$ cat src/rtl/fpu_result_buffer.sv
// Result FIFO behind the FPU's non-stallable delay chain, with issue credits so every in-flight op has a slot.
// Optional same-cycle bypass of an empty FIFO is enabled by defining FPU_RESBUF_BYPASS_EN.
module fpu_result_buffer #(
    parameter int WIDTH  = 32,
    parameter int FLAG_W = 5,
    parameter int DEPTH  = 4
) (
    input  logic                       clk,
    input  logic                       arst_n,
    input  logic                       issue_valid,
    output logic                       issue_ok,
    input  logic                       res_valid,
    input  logic [WIDTH-1:0]           res_data,
    input  logic [FLAG_W-1:0]          res_flags,
    output logic                       out_valid,
    input  logic                       out_ready,
    output logic [WIDTH-1:0]           out_data,
    output logic [FLAG_W-1:0]          out_flags,
    output logic [$clog2(DEPTH+1)-1:0] count,
    output logic                       proto_err
);

    localparam int CW = $clog2(DEPTH + 1);
    localparam int PW = $clog2(DEPTH);
    localparam int EW = WIDTH + FLAG_W;
    localparam logic [CW-1:0] FULL_CNT = CW'(DEPTH);

    logic [EW-1:0] mem [DEPTH];
    logic [PW-1:0] rd_ptr;
    logic [PW-1:0] wr_ptr;
    logic [CW-1:0] count_q;
    logic [CW-1:0] reserved;
    logic          err_q;

    logic empty;
    logic full;
    logic accept;
    logic bypass;
    logic pop_mem;
    logic push_mem;
    logic release_cr;
    logic err_set;

    assign empty  = (count_q == '0);
    assign full   = (count_q == FULL_CNT);
    assign accept = issue_valid && issue_ok;

`ifdef FPU_RESBUF_BYPASS_EN
    assign bypass = empty && res_valid && out_ready;
`else
    assign bypass = 1'b0;
`endif

    assign pop_mem    = !empty && out_ready;
    // A full FIFO can still take a write when the head leaves in the same cycle.
    assign push_mem   = res_valid && !bypass && (!full || pop_mem);
    assign release_cr = pop_mem || bypass;
    assign err_set    = res_valid && ((reserved == count_q) || (full && !pop_mem));

    always_ff @(posedge clk or negedge arst_n) begin
        if (!arst_n) begin
            rd_ptr   <= '0;
            wr_ptr   <= '0;
            count_q  <= '0;
            reserved <= '0;
            err_q    <= 1'b0;
        end else begin
            if (push_mem) begin
                wr_ptr <= wr_ptr + PW'(1);
            end
            if (pop_mem) begin
                rd_ptr <= rd_ptr + PW'(1);
            end
            if (push_mem && !pop_mem) begin
                count_q <= count_q + CW'(1);
            end else if (pop_mem && !push_mem) begin
                count_q <= count_q - CW'(1);
            end
            // Saturate at zero so a stray result (no credit) cannot wrap the credit count.
            if (accept && !release_cr) begin
                reserved <= reserved + CW'(1);
            end else if (release_cr && !accept && (reserved != '0)) begin
                reserved <= reserved - CW'(1);
            end
            if (err_set) begin
                err_q <= 1'b1;
            end
        end
    end

    // Storage needs no reset; validity is carried entirely by count/pointers.
    always_ff @(posedge clk) begin
        if (push_mem) begin
            mem[wr_ptr] <= {res_data, res_flags};
        end
    end

    assign issue_ok  = (reserved != FULL_CNT);
    assign count     = count_q;
    assign proto_err = err_q;

`ifdef FPU_RESBUF_BYPASS_EN
    assign out_valid = !empty || bypass;
    assign out_data  = bypass ? res_data  : (empty ? '0 : mem[rd_ptr][EW-1:FLAG_W]);
    assign out_flags = bypass ? res_flags : (empty ? '0 : mem[rd_ptr][FLAG_W-1:0]);
`else
    assign out_valid = !empty;
    assign out_data  = empty ? '0 : mem[rd_ptr][EW-1:FLAG_W];
    assign out_flags = empty ? '0 : mem[rd_ptr][FLAG_W-1:0];
`endif

endmodule

$ cat config.mk
export PLATFORM = sky130hd
export DESIGN_NAME = fpu_result_buffer
export DESIGN_NICKNAME = d
export VERILOG_FILES = /design/src/rtl/fpu_result_buffer.sv
export SDC_FILE = /design/constraint.sdc
export NUM_CORES = 1
export LEC_CHECK = 0
export BUFFER_PORTS_ARGS = -buffer_cell sky130_fd_sc_hd__buf_2
export CORE_MARGIN = 2
export CORE_UTILIZATION = 60
export DETAILED_ROUTE_END_ITERATION = 10
export PLACE_DENSITY_LB_ADDON = 0.3
export SLEW_MARGIN = 20
export SYNTH_ARGS = -nofsm -noshare
export SYNTH_HDL_FRONTEND = slang
export SYNTH_SLANG_ARGS = --single-unit
$ cat constraint.sdc
create_clock -name clk -period 5.4 [get_ports clk]
set_input_delay 0.27 -clock clk [delete_from_list [all_inputs] [get_ports clk]]
set_output_delay 0.27 -clock clk [all_outputs]
set_load 0.005 [all_outputs]
After elaboration in Yosys (flattened, before gate mapping)
Memory sizes are Yosys's and may differ from the RTL's.
Index checks and enable logic that the tools add are counted.
W data, S select, Z words.
- mux-type cells: 8
- reductions and logical operators: 21
- add/sub/neg operators: 6
- magnitude comparators: 0
- $mul: 0
- bitwise operators: 0
- divide/modulo/power cells: 0
- shift operators: 0
- equality and inequality tests: 3
- operators with widths (cell ; count):
    $mux W32 ; 1
    $mux W3 ; 4
    $logic_and A1 B1 Y1 ; 10
    $add A3 B1 Y3 const B ; 2
    $sub A3 B1 Y3 const B ; 2
    $logic_not A1 Y1 ; 5
    $mux W5 ; 1
    $add A2 B1 Y2 const B ; 2
    $reduce_bool A2 Y1 ; 2
    $eq A3 B3 Y1 ; 1
    $eq A3 B3 Y1 const B ; 1
    $logic_not A3 Y1 ; 1
    $ne A3 B3 Y1 const B ; 1
    $reduce_bool A3 Y1 ; 1
    $logic_or A1 B1 Y1 ; 2
    $mux W1 ; 2
- memory bits (writable): 148
- ROM bits: 0
- bits in registers: 11
- latch bits: 0
- word-level logic and storage cells: 44
- input port bits: 42
- memories kept: 1
- memories (memory ; depth ; width ; rd ports ; clocked after memory_dff ; wr ports ; line ; source):
    mem ; 4 ; 37 ; 1 ; 0 ; 1 ; 28 ; logic [EW-1:0] mem [DEPTH];

Longest topological paths before layout
- word-level depth: 9
- mapped depth: 9
- gate-level depth less buffers: 9

Least setup slack after synthesis
No wires, ideal clock.
- path type: register to register
- from: register count_q[0], in the netlist count[0]
- to: register count_q[1], in the netlist count[1]
- period minus slack after synthesis: 2.255 ns
- cell stages (with the launch flop): 7
- data required time: 5.275 ns
- setup slack: 3.145 ns
- data arrival time: 2.131 ns
- cells stage by stage: dfrtp_1 or4b_4 and2_4 ha_1 inv_1 fa_1 mux2_2
- word-level cells in the longest chain between the ends: 8
- RTL lines (item ; line ; source):
    start, declared ; 31 ; logic [CW-1:0] count_q;
    start signal, assigned ; 75 ; count_q <= count_q + CW'(1);
    start signal, assigned ; 77 ; count_q <= count_q - CW'(1);
    $logic_not A3 Y1 ; 44 ; assign empty = (count_q == '0);
    $logic_not A1 Y1 ; 54 ; assign pop_mem = !empty && out_ready;
    $logic_and A1 B1 Y1 ; 54 ;
    $logic_or A1 B1 Y1 * ; 56 ; assign push_mem = res_valid && !bypass && (!full || pop_mem);
    $logic_and A1 B1 Y1 * ; 56 ;
    via push_mem ; 40 ; logic push_mem;
    $logic_not A1 Y1 ; 76 ; end else if (pop_mem && !push_mem) begin
    $logic_and A1 B1 Y1 ; 76 ;
    $reduce_bool A2 Y1 (no line) ; -- ;
The timed path passes the listed nets; every way through them passes the cells marked *. The select of a mux whose other input is x is not followed.
A chain may end at the register's enable or synchronous reset.

Final worst setup path
- from: register rd_ptr[0]
- to: output port out_data[9]
- word-level cells in the longest chain between the ends: 2
- RTL lines (item ; line ; source):
    start, declared ; 29 ; logic [PW-1:0] rd_ptr;
    start signal, assigned ; 72 ; rd_ptr <= rd_ptr + PW'(1);
    $mem_v2 Z4 W37 ; -- ;
    $mux W32 ; 108 ; assign out_data = empty ? '0 : mem[rd_ptr][EW-1:FLAG_W];
    end, declared ; 17 ; output logic [WIDTH-1:0] out_data,
Every way passes these cells.

==> flow_summary.yaml <==
grt:
  track_usage_pct: 21.4
  grt_max_degree: 42
  grt_pass1_vias: 3392
  antenna_found_initial: 0
  grt_overflow: 0
  grt_pass1_wl_um: 17500
place:
  place_area_mm2: 0.00688
  port_buffers: 84
  gp_congestion: 0.757
  dp.cells: 512
  hpwlAfterDp_um: 6220
clock_tree:
  cts.repair.resized: 0
  h-tree-depth: 4
  cts-root-buf: "clkbuf_8"
  clock_latency_ns: 0.51
  numCtsBuffers: 17
  clk_pin_slew_ns: 0.06
  cts_tree: "yes"
  clockBufferDepth: 2
  cts_setup_buffers: 0
  clock_sinks: 159
  postCtsHoldBufs: 38
power:
  pwr-share-seq_pct: 43.5
  p_clk_share_pct: 26.9
  p_switching_uw: 1210
  p_per_area_mw_per_mm2: 541
  swShare_pct: 28.7
  combPwrFrac_pct: 29.6
  irDropWorstVdd_v: 0.000260
  internal-power_uw: 3020
  p_leak_uw: 0.00280
detailed_routing:
  viasPerCell: 5.54
  firstDrtPassIters: 4
  drt_iter0_drc: 202
  vias: 3226
  wl_per_cell_um: 19.4
  antenna_left: 0
  wl_um: 11300
  drc: 0
yosys:
  syn_area_mm2: 0.00635
  yosysWarnings: 0
  ys_types: 39
  synth-seq-cells: 159
  syn_inst: 304
  synthesis.nets: 353
  syn_avg_cell_area_um2: 20.9
  synth_sequential_area_ratio_pct: 74.3
layout:
  fin_area_mm2: 0.00783
  layoutNonFillerInstCount: 582
  seq_area_mm2: 0.00472
  final_core_util_pct: 75.9
  diodes: 0
  drive_gt1_share_pct: 37.9
  nNetsFinal: 482
  synthToLayoutAreaGrowth_pct: 23.3
  multi_input_area_mm2: 0.00153
  fill_cells: 604
timing:
  worst_slew_pin_slew_ns: 1.02
  fin_skew_ns: 0.00743
  slew_headroom_pct: 31.9
  hold_violations: 0
  period_share_pct: 54.3
  max_freq_ghz: 0.341
  fin_tns_setup_ns: 0
  min_period_ns: 2.93
  rsz0062_at_grt: "no"
  setup_viol_count_final: 0
  final_max_slew_viol_count: 0
critical_path:
  cp-startpoint: "rd_ptr[0]"
  end_kind: "output port"
  crit_chain: "buf_4 -> mux4_2 -> nor2b_1 -> buf_2"
  startpoint_type: "flip-flop"
  max_stage_delay_ns: 0.74
  crit_required_ns: 5.13
  crit_slowest_cell: "dfrtp_2"
  worstReg2RegStart: "count[0]"
  critPathKind: "flip-flop to output port"
  crit_arrival_ns: 2.66
  critPathMaxFanout: 23
  r2r.worst_path.cells: 8
hold_path:
  min_from: "res_valid"
  hold_depth: 2
  min_path_type: "primary input to flip-flop"
floorplan:
  std_cell_rows: 37
  chipWidth_um: 107
  chipHeight_um: 107
  core_area_mm2: 0.0103
  start_util_pct: 61.5
  io_pins: 85
  die-area_mm2: 0.0114
outcome:
  outcome: "complete, no violations"
run:
  maxCapViolations: 0
[worst max-delay path, delay by kind of cell (launching register included)]
| family | cells | cell delay (ns) |
|---|---|---|
| DFF | 1 | 0.74 |
| buffers and inverters | 2 | 0.67 |
| muxes | 1 | 0.57 |
| and+or+nand+nor | 1 | 0.15 |
[synth_stat cells (all sizes together)]
cell | count | area [µm²]
a21o | 1 | 7.51
a22oi | 1 | 12.5
and2 | 1 | 8.76
and3 | 5 | 36.3
buf | 9 | 61.3
clkbuf | 4 | 15.0
dfrtp | 11 | 275
dlygate4sd1 | 1 | 8.76
edfxtp | 148 | 4440
fa | 2 | 40.0
ha | 5 | 62.6
inv | 5 | 21.3
mux2 | 1 | 11.3
mux4 | 37 | 833
nand2 | 4 | 15.0
nand3 | 3 | 15.0
nor2 | 4 | 15.0
nor2b | 39 | 251
nor3 | 2 | 21.3
o21ai | 3 | 18.8
o221ai | 1 | 8.76
o22ai | 1 | 6.26
o311a | 1 | 10.0
o31ai | 2 | 20.0
or4 | 1 | 7.51
or4b | 1 | 13.8
xnor2 | 4 | 42.6
xor2 | 7 | 68.8
[through the flow]
stage	worst slack (ns)	hold WS, ns	total power, µW
final	2.47	0.0248	4240
after global routing	2.23	0.0214	4460
after CTS	2.37	0.000398	4290
after detailed placement	2.76	0.154	3120
after global placement	2.87	0.156	3080
after floorplan	3.14	-0.0256	2670
[power by group through the flow]
stage               clock [µW]  sequential (µW)  combinational (µW)
CTS                       1160             1850                1270
detailed placement           0             1870                1250
global placement             0             1850                1230
floorplan                    0             1740                 933
global route              1220             1880                1370
finish                    1140             1840                1250
[sequential cells by signal, summed over array words and instances, names as in the netlist]
register and flops:
mem 148, proto_err 1, rd_ptr 2, count 3
wr_ptr 2, reserved 3
[placed cells by master (no fill, tap or decap), types with 3 or more instances in the layout]
master         count
clkinv_2           4
dlygate4sd3_1     38
nor2_1             4
xnor2_1            3
buf_2             84
inv_1              4
nand2_1            4
bufinv_16          3
edfxtp_1         148
clkbuf_16         16
clkinvlp_4         3
nand3_1            3
dfrtp_1            9
xor2_1             6
nor2b_1           38
clkbuf_1           4
mux4_2            37
and3_2             4
ha_1               5
[final timing paths]
path / end / slack, ns
max reg2reg: reserved[2] / 2.77
max: out_data[9] / 2.47
min: proto_err / 0.02
min in group asynchronous: proto_err / 0.15
min reg2reg: proto_err / 0.45
max in group asynchronous: rd_ptr[1] / 5.03
[layout make-up]
type | count | area share [%]
sequential | 159 | 60.3
tap | 136 | 2.17
timing repair buffer | 124 | 10.4
clock buffer | 21 | 5.48
multi-input combinational | 126 | 19.6
inverter | 5 | 0.272
clock inverter | 11 | 1.81
[kinds of logic (layout without fill, tap and decap cells)]
group           after synthesis  after routing  synth area share, %
simple gates                 60             60                 6.05
compound gates               10             10                 1.32
fa+ha+maj                     7              7                 1.62
mux                          38             38                 13.3
flops                       159            159                 74.3
buf+inv                      19            161                 1.67
xor+xnor                     11             11                 1.75
[metal layers]
layer	wire, µm	track usage, %	vias up
met3	527	5.90	14
met4	145	8.16	0
li1	-	-	1467
met2	5860	35.0	101
met5	0	0	-
met1	4730	27.7	1644
(Power assumes the default switching activity.)
